==> config.mk <==
export PLATFORM = sky130hd
export DESIGN_NAME = can_rx_destuffer
export DESIGN_NICKNAME = d
export VERILOG_FILES = /design/src/rtl/can_rx_destuffer.sv
export SDC_FILE = /design/constraint.sdc
export NUM_CORES = 1
export LEC_CHECK = 0
export CAP_MARGIN = 25
export CELL_PAD_IN_SITES_DETAIL_PLACEMENT = 1
export CELL_PAD_IN_SITES_GLOBAL_PLACEMENT = 2
export CORE_UTILIZATION = 29
export CTS_CLUSTER_DIAMETER = 200
export DETAILED_ROUTE_END_ITERATION = 10
export PLACE_DENSITY_LB_ADDON = 0.12
export SYNTH_ARGS = -nofsm -noshare
export SYNTH_HDL_FRONTEND = slang
export SYNTH_SLANG_ARGS = --single-unit
==> constraint.sdc <==
create_clock -name clk_i -period 1.5 [get_ports clk_i]
set_input_delay 0.3 -clock clk_i [delete_from_list [all_inputs] [get_ports clk_i]]
set_output_delay 0.3 -clock clk_i [all_outputs]
set_load 0.01 [all_outputs]
==> src/rtl/can_rx_destuffer.sv <==
// can_rx_destuffer: CAN receive bit destuffer with dynamic and FD fixed stuffing and stuff-count reporting.
module can_rx_destuffer (
    input  logic       clk_i,
    input  logic       rst_i,
    input  logic       reset_mode_i,
    input  logic       sample_point_i,
    input  logic       rx_bit_i,
    input  logic       sof_i,
    input  logic       stuff_enable_i,
    input  logic       fixed_stuff_i,
    output logic       bit_valid_o,
    output logic       bit_o,
    output logic       stuff_bit_o,
    output logic       stuff_err_o,
    output logic [2:0] stuff_count_o,
    output logic [2:0] stuff_count_gray_o,
    output logic       stuff_parity_o
);
    typedef enum logic [1:0] {IDLE, DYN, FIXED, ERR} state_t;
    state_t     state_q, state_d;
    logic       prev_q, prev_d;
    logic [2:0] same_q, same_d;
    logic [2:0] fix_q, fix_d;
    logic [2:0] cnt_q, cnt_d;
    logic       bv_q, bv_d;
    logic       bit_q, bit_d;
    logic       sb_q, sb_d;
    logic       se_q, se_d;
    always_ff @(posedge clk_i or posedge rst_i) begin
        if (rst_i) begin
            state_q <= IDLE;
            prev_q  <= 1'b1;
            same_q  <= 3'd0;
            fix_q   <= 3'd0;
            cnt_q   <= 3'd0;
            bv_q    <= 1'b0;
            bit_q   <= 1'b0;
            sb_q    <= 1'b0;
            se_q    <= 1'b0;
        end else begin
            state_q <= state_d;
            prev_q  <= prev_d;
            same_q  <= same_d;
            fix_q   <= fix_d;
            cnt_q   <= cnt_d;
            bv_q    <= bv_d;
            bit_q   <= bit_d;
            sb_q    <= sb_d;
            se_q    <= se_d;
        end
    end
    always_comb begin
        state_d = state_q;
        prev_d  = prev_q;
        same_d  = same_q;
        fix_d   = fix_q;
        cnt_d   = cnt_q;
        bv_d    = 1'b0;
        bit_d   = bit_q;
        sb_d    = 1'b0;
        se_d    = 1'b0;
        if (reset_mode_i) begin
            state_d = IDLE;
            prev_d  = 1'b1;
            same_d  = 3'd0;
            fix_d   = 3'd0;
            cnt_d   = 3'd0;
        end else if (sample_point_i && sof_i) begin
            state_d = DYN;
            bv_d    = 1'b1;
            bit_d   = rx_bit_i;
            prev_d  = rx_bit_i;
            same_d  = 3'd1;
            fix_d   = 3'd0;
            cnt_d   = 3'd0;
        end else if (sample_point_i) begin
            case (state_q)
                DYN: begin
                    prev_d = rx_bit_i;
                    // Entry into the fixed-stuff region: this bit is the leading fixed stuff bit
                    if (stuff_enable_i && fixed_stuff_i) begin
                        fix_d   = 3'd0;
                        state_d = (rx_bit_i != prev_q) ? FIXED : ERR;
                        sb_d    = rx_bit_i != prev_q;
                        se_d    = rx_bit_i == prev_q;
                    end else if (stuff_enable_i && same_q == 3'd5) begin
                        sb_d    = rx_bit_i != prev_q;
                        se_d    = rx_bit_i == prev_q;
                        state_d = (rx_bit_i != prev_q) ? DYN : ERR;
                        cnt_d   = (rx_bit_i != prev_q) ? cnt_q + 3'd1 : cnt_q;
                        same_d  = 3'd1;
                    end else begin
                        bv_d   = 1'b1;
                        bit_d  = rx_bit_i;
                        same_d = (stuff_enable_i && rx_bit_i == prev_q) ? same_q + 3'd1 : 3'd1;
                    end
                end
                FIXED: begin
                    prev_d = rx_bit_i;
                    if (!stuff_enable_i || !fixed_stuff_i) begin
                        state_d = DYN;
                        bv_d    = 1'b1;
                        bit_d   = rx_bit_i;
                        same_d  = 3'd1;
                    end else if (fix_q == 3'd4) begin
                        fix_d   = 3'd0;
                        sb_d    = rx_bit_i != prev_q;
                        se_d    = rx_bit_i == prev_q;
                        state_d = (rx_bit_i != prev_q) ? FIXED : ERR;
                    end else begin
                        bv_d  = 1'b1;
                        bit_d = rx_bit_i;
                        fix_d = fix_q + 3'd1;
                    end
                end
                default: ;
            endcase
        end
    end
    assign bit_valid_o        = bv_q;
    assign bit_o              = bit_q;
    assign stuff_bit_o        = sb_q;
    assign stuff_err_o        = se_q;
    assign stuff_count_o      = cnt_q;
    assign stuff_count_gray_o = {cnt_q[2], cnt_q[2] ^ cnt_q[1], cnt_q[1] ^ cnt_q[0]};
    assign stuff_parity_o     = ^stuff_count_gray_o;
endmodule

==> summary by stage <==
Status
The flow ran to the end, but the final reports show violations. The checks that failed: negative setup slack.

STA
The number of setup violations in the final report is 9. The final worst slack is -0.08489 ns. The clock skew is 0.005000 ns. Setup repair after global routing could not meet its margin everywhere. The number of hold violations in the final report was 0.

Static timing analysis puts the maximum clock frequency at 631.0 MHz. The tightest hold path in the finished design has a slack of 0.3609 ns. After layout, the minimum clock period comes to 1.585 ns. Summed over all failing endpoints, the final setup total negative slack is -0.4211 ns. For the pin with the worst max-slew slack, the measured transition is 0.4677 ns. The relative slew slack is 0.6882. In the finished design, the share of the clock period the worst path needs comes to 1.057.

The final count of pins violating max slew is 0.

Worst setup path
The critical path startpoint category is a register. The maximum fanout count along the critical path is 6. The data arrival at the endpoint of the critical path is 1.75 ns. The startpoint identified for the worst register-to-register timing path is state_q[1]. The required time at the worst-slack endpoint is 1.67 ns. The largest incremental delay on the critical path is 0.40 ns. The register-to-register path setup slack is -0.08 ns. The worst setup path is captured at a register. The library cell appearing most often on the critical path is sky130_fd_sc_hd__buf_6.

The endpoint of the lowest-slack register-to-register path is same_q[1]. Counting cells, the worst reg-to-reg path comes to 6. Walking the worst path, the cells encountered are buf_6 > ha_4 > buf_6 > a2111oi_4 > nand2_2 > o31ai_2. The master of the slowest instance on the critical path is sky130_fd_sc_hd__dfrtp_1.

The critical path is of the register to register type.

Pwr
The net switching power is 0.3796 mW. The internal power summed over all cells is 0.9063 mW. The share of power burned in registers is 0.370. The switching part of the total power is 0.2952.

The largest vdd supply drop is 460.8 uV. The combinational power share is 0.321. The power per standard cell area is 737.3 nW/um2. The part of the total power dissipated in the clock network is 0.309. The completed layout was analyzed and its total power is 1.286 mW. The leakage power summed over all cells is 0.8083 nW.

Run
Max-cap violations in this run came to 0.

Yosys
Counting every net in the synthesized netlist gives 123. The cell count after synthesis came out at 108. The xor-xnor portion of the synthesized cell area is 0.03165. The mean post-synth cell area is 9.882 um2. Of the total synthesized cell area, the portion taken by AND, OR, NAND and NOR gates is 0.1524. The sequential-to-total area share from yosys stat is 0.3763. The fraction of the mapped netlist area in adder cells is 0.08206. The portion of netlist area occupied by mux cells is 0.01993.

The fraction of the mapped netlist area in compound gates is 0.2825. The combinational family with the most area after synthesis is compound AO/OA/AOI/OAI gates. The netlist uses 49 different library cells.

Yosys mapped a number of flops with a built-in enable equal to 0. The cell taking the most area after synthesis is sky130_fd_sc_hd__dfrtp_1. By area the synthesized netlist is led by sky130_fd_sc_hd__dfrtp_1 35%, sky130_fd_sc_hd__ha_1 8.2%, sky130_fd_sc_hd__inv_1 2.8%. The synthesized cell area is 1067 um2. The main flop type after synthesis is sky130_fd_sc_hd__dfrtp_1. After synthesis, the share of flip-flops with an asynchronous set or reset is 1.000.

In this run, synthesis produced a sequential element count of 16. The share of synthesized area in the top cell type comes to 0.3517. The number of warnings printed during yosys synthesis is 0.

Place
Detailed placement ended at an HPWL of 2284 um. The number of buffers added on ports is 18. Summing all placed instances gives a cell area of 1508 um2. The congestion estimate from routability-driven global placement came to 0.7939.

CTS
The number of buffers on the longest clock path is 2. After clock tree synthesis, the clock-pin slew on the worst setup and hold paths is 0.07 ns. The number of H-tree levels is 1. The quantity of hold-fixing buffers added after cts is 0. The CTS buffer count is 3. The later pin in the worst-skew pair is clocked with a latency of 0.26 ns. Clock tree synthesis selected as its root buffer the cell sky130_fd_sc_hd__clkbuf_8.

The clock drives 16 sinks. TritonCTS built the clock tree.

GRT
The total overflow left after global routing is 0. The layer with the highest usage is met2. Entering global routing, the biggest net connects 17 pins. The global-route wire length before repair is 5568 um. The all-layer global routing usage is 0.1840. The met1 usage is 0.2086. In the global route stage, met3 resource usage came out at 0.04197. The initial antenna violation count is 0. The number of global-route vias before repair is 1,157.

The met2 global-route usage is 0.3383.

Die
The initial utilization of the core area, before any placement, comes to 0.3101. The floorplan row count is 21. The height of the chip is 62.67 um.

The floorplan step defined a die boundary enclosing 3927 um2. For this design the top-level I/O count stands at 19. The die is 62.67 um wide.

The area of the core region is 3442 um2.

Detailed routing
The average detailed-routed wire length per instance is 15.87 um. The count of nets left with antenna violations once routing finished came out at 0. The total wire length is 3348 um. The DRC violation count after routing is 0.

The number of vias after detailed routing is 1,082. In the routed layout, each cell is associated on average with a via count of 5.128. The iteration count of the initial detailed-routing pass is 4. The starting DRC count in detailed routing is 13.

Final layout
The repair_antennas step left the layout with diodes totalling 0. Of the cells placed in the final design, the portion with a size suffix greater than 1 is 0.4364. Relative to the synthesized area, the layout overhead comes to 63.42%. Once layout is complete, the utilization of the core stands at 0.5067. The layout net count is 181. The post-route standard cell area excluding fillers is 1744 um2.

Worst hold path
The tightest min-delay check is of the primary input to async pin type.
[metal layers]
layer  part of all wire  routed length (um)
met1               0.41                1362
met2               0.54                1819
met3              0.037                 125
met4              0.013                  42
met5                  0                   0
[cells in the final DEF, fill, tap and decap left out, drive strengths merged, types with 2 or more instances in the layout]
cell           Yosys  routed
nand2              8       8
a311oi             2       2
a21o               2       2
clkdlybuf4s50      0       7
nor2               7       7
ha                 7       7
nand2b             3       3
o21ai              6       6
xor2               3       3
o31ai              2       2
nand3              3       3
nand4              2       2
dfrtp             15      15
inv                9       9
a22oi              2       2
dlygate4sd2        0       8
buf                3      40
clkbuf             2       6
a21oi              6       6
nor2b              3       3
[power by group through the flow]
stage                     logic, mW  registers (mW)  clock network, mW
after detailed placement      0.317           0.478                  0
after floorplan               0.155           0.481                  0
after CTS                     0.370           0.473              0.413
final                         0.413           0.475              0.398
after global placement        0.310           0.476                  0
after global routing          0.446           0.479              0.431
[worst max-delay path: cells and delay by family, from the launching register on]
family / cells / cell delay [ns]
flip-flops: 1 / 0.40
adder cells (fa/ha/maj): 1 / 0.17
AND/OR/NAND/NOR: 1 / 0.13
buffers and inverters: 2 / 0.26
AO/OA/AOI/OAI: 2 / 0.53
[worst max path at each step]
| stage | cells past startpoint | end | from |
|---|---|---|---|
| CTS | 5 | bit_o | state_q[0] |
| detailed placement | 5 | same_q[0] | sample_point_i |
| global placement | 5 | bit_o | stuff_enable_i |
| global route | 6 | same_q[1] | state_q[1] |
| floorplan | 6 | state_q[0] | state_q[0] |
| finish | 6 | same_q[1] | state_q[1] |
[through the flow]
stage	instances	setup WS, ns
2_1_floorplan	108	-0.01189
3_3_place_gp	197	-0.3588
3_5_place_dp	197	-0.4231
4_1_cts	206	-0.1049
5_1_grt	211	-0.1791
6_report	211	-0.08489
[cell families after synthesis]
group | after synthesis
buffers and inverters | 14
adder cells (fa/ha/maj) | 7
AO/OA/AOI/OAI | 35
XOR/XNOR | 3
AND/OR/NAND/NOR | 31
flip-flops | 16
multiplexers | 2
[flip-flops by register name, indices dropped and copies added (netlist names)]
name           flops
bit_valid_o        1
stuff_count_o      3
fix_q              3
stuff_err_o        1
bit_o              1
prev_q             1
stuff_bit_o        1
same_q             3
state_q            2
[cells in the mapped netlist, types with 2 or more instances]
library cell / instances
sky130_fd_sc_hd__ha_1: 7
sky130_fd_sc_hd__clkbuf_1: 2
sky130_fd_sc_hd__o21ai_0: 5
sky130_fd_sc_hd__buf_2: 2
sky130_fd_sc_hd__nor2b_1: 3
sky130_fd_sc_hd__nand4_1: 2
sky130_fd_sc_hd__a21o_1: 2
sky130_fd_sc_hd__xor2_1: 2
sky130_fd_sc_hd__a22oi_1: 2
sky130_fd_sc_hd__nand2_1: 7
sky130_fd_sc_hd__nor2_1: 7
sky130_fd_sc_hd__nand2b_1: 3
sky130_fd_sc_hd__a311oi_1: 2
sky130_fd_sc_hd__nand3_1: 3
sky130_fd_sc_hd__inv_1: 8
sky130_fd_sc_hd__a21oi_1: 4
sky130_fd_sc_hd__dfrtp_1: 15
[cell type report]
class                   count  area (um2)
inverters                   9       33.78
multi-input cells          78       716.9
repair buffers             58       478.0
clock buffers               4       55.05
well taps                  46       57.56
fillers                   398        1698
flip-flops and latches     16       402.9
[timing repair]
action / in CTS / in global routing
pin swaps: 10 / 10
endpoints found under the setup margin: 23 / 18
setup buffers: 5 / 5
resized for setup: 27 / 15
Note: power is estimated with default switching activity, not from simulation.
